===== config.mk =====
export PLATFORM = sky130hd
export DESIGN_NAME = speed_button_ctrl
export DESIGN_NICKNAME = d
export VERILOG_FILES = /design/src/rtl/speed_button_ctrl.sv
export SDC_FILE = /design/constraint.sdc
export NUM_CORES = 1
export LEC_CHECK = 0
export CAP_MARGIN = 20
export CORE_MARGIN = 1.5
export CORE_UTILIZATION = 55
export DETAILED_ROUTE_END_ITERATION = 12
export PLACE_DENSITY = 0.84
export SKIP_LAST_GASP = 1
export SLEW_MARGIN = 20
export SYNTH_ARGS = -nofsm -noshare
export SYNTH_HDL_FRONTEND = slang
export SYNTH_SLANG_ARGS = --single-unit

===== constraint.sdc =====
create_clock -name clock -period 2.5 [get_ports clock]
set_clock_uncertainty 0.1 [all_clocks]
set_input_delay 0.375 -clock clock [delete_from_list [all_inputs] [get_ports clock]]
set_output_delay 0.375 -clock clock [all_outputs]
set_load 0.01 [all_outputs]

===== src/rtl/speed_button_ctrl.sv =====
// ---------------------------------------------------------------------------
// speed_button_ctrl
//
// Debounces a bouncing push-button and steps a speed index once per accepted
// press. The raw button is brought into the clock domain through a two-flop
// synchronizer. A four-state FSM with one shared counter then requires
// DEBOUNCE_CYCLES consecutive stable samples before it accepts a press or a
// release.
//
// Parameters
//   DEBOUNCE_CYCLES : stable samples needed to accept an edge (2..2^24)
//   NUM_SPEEDS      : number of selectable speed levels (2..16)
//
// Ports
//   clock        in   sole clock, rising edge
//   reset        in   synchronous, active-high reset
//   button_raw   in   asynchronous bouncing button, 1 = pressed
//   speedButton  out  debounced button level (PRESSED or DB_RELEASE)
//   press_pulse  out  one-cycle strobe per accepted press
//   speed_level  out  current speed index, 0..NUM_SPEEDS-1
//
// Configuration macro
//   SPEED_WRAP_EN : when defined, a press at the top level wraps to 0.
//                   When undefined (the default build), the level saturates.
// ---------------------------------------------------------------------------
module speed_button_ctrl #(
    parameter int DEBOUNCE_CYCLES = 500000,
    parameter int NUM_SPEEDS      = 4
) (
    input  logic       clock,
    input  logic       reset,
    input  logic       button_raw,
    output logic       speedButton,
    output logic       press_pulse,
    output logic [3:0] speed_level
);

    localparam int CNT_W = $clog2(DEBOUNCE_CYCLES);
    localparam logic [CNT_W-1:0] CNT_ZERO  = {CNT_W{1'b0}};
    localparam logic [CNT_W-1:0] CNT_ONE   = CNT_W'(1);
    localparam logic [CNT_W-1:0] CNT_MAX   = CNT_W'(DEBOUNCE_CYCLES - 1);
    localparam logic [3:0]       LEVEL_MAX = 4'(NUM_SPEEDS - 1);

    typedef enum logic [1:0] {
        IDLE       = 2'd0,
        DB_PRESS   = 2'd1,
        PRESSED    = 2'd2,
        DB_RELEASE = 2'd3
    } state_t;

    logic             sync_1;
    logic             btn_s;
    state_t           state;
    state_t           next_state;
    logic [CNT_W-1:0] count;
    logic [CNT_W-1:0] next_count;
    logic             accept;
    logic [3:0]       level_inc;

    // Two-flop synchronizer for the asynchronous button input.
    always_ff @(posedge clock) begin
        if (reset) begin
            sync_1 <= 1'b0;
            btn_s  <= 1'b0;
        end else begin
            sync_1 <= button_raw;
            btn_s  <= sync_1;
        end
    end

    // FSM state and shared debounce counter registers.
    always_ff @(posedge clock) begin
        if (reset) begin
            state <= IDLE;
            count <= CNT_ZERO;
        end else begin
            state <= next_state;
            count <= next_count;
        end
    end

    // Next-state logic. The counter is cleared on every state change, so it
    // always reads 0 in IDLE and PRESSED.
    always_comb begin
        next_state = state;
        next_count = count;
        accept     = 1'b0;
        case (state)
            IDLE: begin
                if (btn_s) begin
                    next_state = DB_PRESS;
                    next_count = CNT_ZERO;
                end else begin
                    next_state = IDLE;
                    next_count = CNT_ZERO;
                end
            end
            DB_PRESS: begin
                if (!btn_s) begin
                    next_state = IDLE;
                    next_count = CNT_ZERO;
                end else if (count == CNT_MAX) begin
                    next_state = PRESSED;
                    next_count = CNT_ZERO;
                    accept     = 1'b1;
                end else begin
                    next_state = DB_PRESS;
                    next_count = count + CNT_ONE;
                end
            end
            PRESSED: begin
                if (!btn_s) begin
                    next_state = DB_RELEASE;
                    next_count = CNT_ZERO;
                end else begin
                    next_state = PRESSED;
                    next_count = CNT_ZERO;
                end
            end
            DB_RELEASE: begin
                // A bounce back to 1 returns to PRESSED without a new press.
                if (btn_s) begin
                    next_state = PRESSED;
                    next_count = CNT_ZERO;
                end else if (count == CNT_MAX) begin
                    next_state = IDLE;
                    next_count = CNT_ZERO;
                end else begin
                    next_state = DB_RELEASE;
                    next_count = count + CNT_ONE;
                end
            end
            default: begin
                next_state = IDLE;
                next_count = CNT_ZERO;
            end
        endcase
    end

    // Registered outputs, computed from the next state so that they line up
    // with the first cycle spent in the new state.
    always_ff @(posedge clock) begin
        if (reset) begin
            press_pulse <= 1'b0;
            speedButton <= 1'b0;
        end else begin
            press_pulse <= accept;
            speedButton <= (next_state == PRESSED) || (next_state == DB_RELEASE);
        end
    end

    // Next speed index at the top level: wrap or saturate, chosen at build time.
    always_comb begin
        level_inc = speed_level;
        if (speed_level < LEVEL_MAX) begin
            level_inc = speed_level + 4'd1;
        end else begin
`ifdef SPEED_WRAP_EN
            level_inc = 4'd0;
`else
            level_inc = LEVEL_MAX;
`endif
        end
    end

    // Speed index register. It advances while press_pulse is high, so the
    // new value appears one cycle after the pulse.
    always_ff @(posedge clock) begin
        if (reset) begin
            speed_level <= 4'd0;
        end else if (press_pulse) begin
            speed_level <= level_inc;
        end else begin
            speed_level <= speed_level;
        end
    end

endmodule


---- After elaboration in Yosys (flattened, before gate mapping) ----
Index checks and enable logic that the tools add are counted.
storage, ports and cells
  bits in registers ....................... 29
  input port bits ......................... 3
  output and inout port bits .............. 6
operators by class
  add/sub/neg operators ................... 2
  $lt $le $gt $ge ......................... 1
  eq/ne operators ......................... 6
  multiplexer cells ....................... 13
  bitwise operators ....................... 2
  reduce and logical (&&, ||, !) cells .... 4
operators with widths
  operator                                                     count
  two-way mux 19 bit                                           3
  case mux 19 bit (3 select lines)                             1
  adder 19 x 1 -> 19 bit (second input constant)               1
  equality test 19 bit (second input constant)                 1
  equality test 2 bit (second input constant)                  4
  two-way mux 2 bit                                            4
  case mux 2 bit (4 select lines)                              1
  adder 4 x 1 -> 4 bit (second input constant)                 1
  less-than comparator 4 x 2 -> 1 bit (second input constant)  1
  two-way mux 4 bit                                            1
  two-way mux 1 bit                                            3
  OR reduction 3 bit                                           1
  equality test 2 x 1 -> 1 bit (second input constant)         1
  zero test 2 bit                                              1
  NOT 1 bit                                                    2
  OR reduction 2 bit                                           1
  logical OR 1 bit                                             1

---- Depth between registers and ports, before layout ----
Gate-level depths: netlist of the first run.
  depth after elaboration ................. 6
  depth in mapped cells ................... 6
  gate-level depth less buffers ........... 5

---- Worst setup path before layout of the first run ----
OpenSTA, ideal clock, no wires.
  path kind ............................... reg-to-reg
  start point ............................. register count[12]
  end point ............................... register count[11]
  library setup time ...................... 0.115 ns
  arrival time ............................ 1.836 ns
  path slack .............................. 0.449 ns
  stages on the path, launching flop included .. 6
  period minus slack after synthesis ...... 2.051 ns
  path through ............................ dfxtp_1 -> or4b_1 -> or4_4 -> o21ai_4 -> buf_6 -> nor2_1
between the ends
  cells in the longest elaborated chain, start to end .. 4
  elaborated cells on any way between the ends .. 5
  classes of those cells .................. eq/ne: 1; mux: 4
ends and longest elaborated chain
  item                                   line      text
  start, declared                        55        logic [CNT_W-1:0] count;
  start signal, assigned                 78        count <= next_count;
  equality test 19 bit (*)               102, 125
  two-way mux 19 bit (*)                 102, 125
  two-way mux 19 bit (on tied branches)  122, 99
  case mux 19 bit (3 select lines) (*)   88        case (state)
Every way passes the cells marked *; elsewhere a longest branch is shown, timed or not.
A chain may end at the register's enable or synchronous reset.

---- Worst setup path in the final report of the first run ----
  start point ............................. register count[12]
  end point ............................... register count[12]
between the ends
  cells in the longest elaborated chain, start to end .. 4
  elaborated cells on any way between the ends .. 6
  classes of those cells .................. add/sub: 1; eq/ne: 1; mux: 4
ends and longest elaborated chain
  item                                                                   line
  adder 19 x 1 -> 19 bit / equality test 19 bit (equally long branches)  -
  two-way mux 19 bit (*)                                                 102, 125
  two-way mux 19 bit (on tied branches)                                  122, 99
  case mux 19 bit (3 select lines) (*)                                   88
Marks and branches as above.

==> results of run 1 <==
==> placed cells by master, fill, tap and decap left out, types with 2 or more instances in the layout <==
cell             netlist  layout
a21oi_1                3       3
and3b_1                2       2
buf_4                  0       2
clkbuf_4               0       5
clkdlybuf4s50_1        0       8
dfxtp_1               29      29
ha_1                   2       2
inv_1                  5       5
nand2_1                7       7
nand3_1                9       9
nand4_1                6       6
nor2_1                22      22
nor2b_1                2       2
nor3_1                 7       7
nor3b_1                2       2
nor4_1                 4       4
o21ai_0                3       3
or4_1                  2       2
xnor2_1               13      13
xor2_1                 3       3
==> flip-flops by register name (all words and copies together) (netlist names) <==
signal       count
count           19
speed_level      4
state            2
btn_s            1
press_pulse      1
speedButton      1
sync_1           1
==> layer usage <==
layer | part of all wire (%) | vias to the layer above | wire length (um) | global-route usage (%)
li1 | - | 508 | - | -
met1 | 46 | 436 | 1060 | 25.1
met2 | 47 | 20 | 1100 | 31.2
met3 | 4.7 | 7 | 110 | 7.89
met4 | 2.3 | 0 | 54 | 12.2
met5 | 0 | - | 0 | 0
==> metrics by stage <==
stage / util [%] / area (um^2) / hold slack [ns] / setup slack, ns
6_report: 65.3 / 1430 / 0.364 / 0.268
5_1_grt: 65.3 / 1430 / 0.375 / 0.170
4_1_cts: 65.3 / 1430 / 0.367 / 0.271
3_5_place_dp: 62.8 / 1380 / 0.355 / 0.281
3_3_place_gp: 62.8 / 1380 / 0.319 / 0.341
2_1_floorplan: - / 1270 / 0.314 / 0.449
==> power groups by stage <==
stage          sequential (mW)  clock [mW]  combinational [mW]
5_1_grt                  0.465       0.307              0.0110
4_1_cts                  0.465       0.297              0.0105
2_1_floorplan            0.475           0             0.00658
3_5_place_dp             0.476           0              0.0104
6_report                 0.465       0.286              0.0103
3_3_place_gp             0.475           0             0.00965
==> worst reg2reg max path: stages (launching register included) <==
cell	delay [ns]
dfxtp_1	0.36
or4b_1	0.56
or4_4	0.56
o21ai_4	0.42
nor2_1	0.11
==> area by class of cell <==
class | count | share of cell area [%]
Tap cell | 28 | 2.45
Timing Repair Buffer | 10 | 6.65
Inverter | 5 | 1.31
Multi-Input combinational cell | 100 | 45.1
Sequential cell | 29 | 40.6
Clock buffer | 7 | 3.85
==> final timing paths <==
kind	to	slack, ns	depth (start not counted)
setup / recovery	count[12]	0.27	4
hold / removal	btn_s	0.36	1
setup reg to reg	count[12]	0.27	4
hold reg to reg	btn_s	0.36	1
==> cells by family after synthesis <==
kind of cell    share of synthesized area (%)
flops                                    45.7
mux                                     0.787
fa+ha+maj                                1.97
simple gates                             32.7
xor+xnor                                 11.0
buf+inv                                  3.54
compound gates                           4.33
==> results.toml, run 1 <==
[sta]
slew_headroom_pct = 60.8
setup_tns_ns = 0
rsz0062_at_grt = "no"
hold_viol = 0
drv_slew = 0
min_period_ns = 2.23
finalSetupViolCount = 0
fmax_mhz = 448
worstMarginPinSlew_ns = 0.583
fin_crit_sh_pct = 89.3

[worst_setup_path]
cp.required_ns = 2.60
crit_buf_inv = 0
cpMaxStageDelayCell = "or4b_1"
crit_start = "count[12]"
path_class = "flip-flop to flip-flop"
max_stage_delay_ns = 0.56
cp.arrival_ns = 2.33
cpLargestDelayFamily = "simple AND/OR/NAND/NOR gates"
cp-end-kind = "flip-flop"
worstPathMaxFanout = 17
cp_cell_sequence = "or4b_1, or4_4, o21ai_4, nor2_1"
crit-reg2reg-launch = "count[12]"
cp-start-kind = "flip-flop"

[worst_hold_path]
worstHoldPathType = "flip-flop to flip-flop"
holdCritStartpoint = "sync_1"

[cts]
htreeDepth = 2
cts_made_buffers = 5
cts.sinks = 29
post_cts_resize_count = 0
cts_setup_buffers = 0
clk_latency_ns = 0.32
clk_path_buf_depth = 2
ctsHoldBuffers = 0
cts_tree = "built"
ctsRootBufferMaster = "clkbuf_4"
path_clk_slew_ns = 0.08

[placement]
dp.cells = 172
io_buffers = 8
dp_hpwl_um = 1660
routabilityCongestion = 0.773

[yosys]
yosys_register_bits = 29
netlist_instances = 137
synthMostInstantiatedCell = "dfxtp_1"
synth_edf_count = 0
ys_top_cells_by_area = "dfxtp_1 46%, xnor2_1 9.0%, nor2_1 6.5%"
synth_area_per_cell_um2 = 9.28
yosysSeqAreaShare_pct = 45.7
syn-num-nets = 142
ys.warnings.count = 0
yosys.cell_types.count = 32
synth_top_area_share_pct = 45.7
ys.flop_type = "dfxtp_1"
synthArstFlopShare_pct = 0
synth_area_mm2 = 0.00127
synth_top_area_cell = "dfxtp_1"
synth_common_cells = "29 x dfxtp_1, 22 x nor2_1, 13 x xnor2_1"

[drt]
routedWlPerCell_um = 13.0
drc = 0
ant_nets = 0
drt_iter0_drc = 21
vias = 971
drt-total-wl_um = 2320
drt_pass1_iterations = 4
vias_per_cell = 5.42

[global_route]
track_usage_pct = 20.7
grt_pass1_vias = 870
grt_pass1_wl_um = 3860
grt_max_degree = 18
antenna_found_initial = 0
grt.overflow.total = 0

[power]
power_switching_mw = 0.159
pwr-share-clk_pct = 37.5
powerDensity_mw_per_mm2 = 532
p_int_mw = 0.602
switching_share_pct = 20.9
p_total_mw = 0.760
comb_power_share_pct = 1.4
irDropWorstVdd_uv = 469
seq_power_share_pct = 61.1
leakagePower_nw = 0.447

[final_layout]
final-seq-area_um2 = 581
n_fill_cell = 190
multi_input_area_um2 = 646
final_nets = 156
finalNonFillerCells = 179
syn_to_final_growth_pct = 12.5
n_antenna_cell = 0
drive_gt1_share_pct = 9.93

[floorplanning]
core_mm2 = 0.00219
die_x_um = 51.1
die_area_mm2 = 0.00261
fp.dieH_um = 51.1
row_count = 17
num_io_pins = 9
start_util_pct = 58.0

[outcome]
status = "finished clean"

[flow_run]
drv_cap = 0
No activity file was read; power rests on OpenSTA's default activity.
==> run 2, diff against run 1 <==
CAP_MARGIN = default   (was 20)
clock period = 2.3 ns   (was 2.5 ns; I/O delays follow)
==> results.toml, run 2 (synthesis results as in run 1) <==
[outcome]
status = "finished clean"

[final_layout]
reg_top3 = "count (19), speed_level (4), state (2)"
largest_register_ffs = 19
post-route-util_pct = 66.2
syn_to_final_growth_pct = 14.2
final_common_cell = "dfxtp_1"
final_cell_mix = "29 x dfxtp_1, 22 x nor2_1, 13 x xnor2_1"
multi_input_area_um2 = 646
final_nets = 158
top_register = "count"
n_fill_cell = 181
finalNonFillerCells = 182
final-seq-area_um2 = 581
n_antenna_cell = 0
drive_gt1_share_pct = 10.4

[sta]
slew_headroom_pct = 58.8
fin_crit_sh_pct = 92.7
fmax_mhz = 469
finalSetupViolCount = 0
timing.hold.ws_ns = 0.342
min_period_ns = 2.13
rsz0062_at_grt = "no"
worstMarginPinSlew_ns = 0.612
hold_viol = 0
drv_slew = 0
setup_tns_ns = 0

[cts]
cts_tree = "built"
ctsHoldBuffers = 0
clk_path_buf_depth = 2
cts.sinks = 29
cts_setup_buffers = 0
clk_latency_ns = 0.32
cts_made_buffers = 5
htreeDepth = 2
path_clk_slew_ns = 0.08
post_cts_resize_count = 0
ctsRootBufferMaster = "clkbuf_4"

[worst_setup_path]
max_stage_delay_ns = 0.56
cpMaxStageDelayCell = "or4_4"
cp.required_ns = 2.44
r2r_slack_ns = 0.17
worstPathMaxFanout = 5
r2r-end = "press_pulse"
cp_cell_sequence = "or4b_1, or4_4, or2_4, nor4b_4"
cp-start-kind = "flip-flop"
crit-reg2reg-launch = "count[12]"
r2r.worst_path.cells = 4
path_class = "flip-flop to flip-flop"
cp.arrival_ns = 2.27
cp-end-kind = "flip-flop"

[floorplanning]
num_io_pins = 9
start_util_pct = 58.0
fp.dieH_um = 51.1
die_x_um = 51.1
row_count = 17
core_mm2 = 0.00219
die_area_mm2 = 0.00261

[drt]
drt-total-wl_um = 2310
drt_iter0_drc = 8
vias = 999
routedWlPerCell_um = 12.7
ant_nets = 0
drt_pass1_iterations = 4
drc = 0
vias_per_cell = 5.49

[global_route]
track_usage_pct = 21.2
grt_max_degree = 18
grt_pass1_wl_um = 3940
grt_pass1_vias = 919
grt.overflow.total = 0
antenna_found_initial = 0

[worst_hold_path]
whs_path_depth = 1
worstHoldPathType = "flip-flop to flip-flop"
hold_end = "btn_s"
holdCritStartpoint = "sync_1"

[placement]
dp_hpwl_um = 1730
routabilityCongestion = 0.821
io_buffers = 8
dp.cells = 174

[flow_run]
drv_cap = 0

[power]
leakagePower_nw = 0.459
irDropWorstVdd_uv = 504
powerDensity_mw_per_mm2 = 549
run 2: cell count changes in the layout (fill, tap and decap cells not counted), sizes merged:
| cell | before | now |
|---|---|---|
| buf | 2 | 4 |
| clkbuf | 7 | 8 |
run 2: worst max-delay path by stage:
stage / start / end / cells past startpoint
after floorplan: count[12] / count[11] / 5
after global placement: count[12] / press_pulse / 4
after detailed placement: count[12] / press_pulse / 4
after CTS: count[12] / press_pulse / 4
after global routing: count[12] / press_pulse / 4
final: count[12] / press_pulse / 4
run 2: power by group:
group | switching (mW) | internal, mW | total [mW]
logic | 0.00470 | 0.00672 | 0.0114
clock network | 0.159 | 0.121 | 0.281
registers | 0.00126 | 0.504 | 0.505
run 2: layout make-up:
class	instances	share of cell area [%]
inverter	5	1.29
tap	28	2.41
clock buffer	8	3.36
sequential	29	40.0
timing repair buffer	12	8.45
multi-input combinational	100	44.5
run 2: critical path, delay by kind of cell, from the launching register on:
family           cells  cell delay, ns
flip-flops           1            0.36
AND/OR/NAND/NOR      4            1.59
run 2: metrics by stage:
step	setup slack, ns	total power, mW	instance area [um^2]
6_report	0.169	0.797	1450
5_1_grt	0.111	0.829	1450
4_1_cts	0.165	0.808	1450
3_5_place_dp	0.186	0.528	1400
3_3_place_gp	0.225	0.528	1400
2_1_floorplan	0.249	0.524	1270
run 2: per-layer routing:
| metal | vias up | wire length [um] | part of all wire (%) | GRT usage (%) |
|---|---|---|---|---|
| met5 | - | 0 | 0 | 0 |
| met4 | 0 | 53 | 2.3 | 12.2 |
| met3 | 6 | 95 | 4.1 | 8.77 |
| met2 | 14 | 1110 | 48 | 33.8 |
| met1 | 470 | 1050 | 46 | 23.8 |
| li1 | 509 | - | - | - |
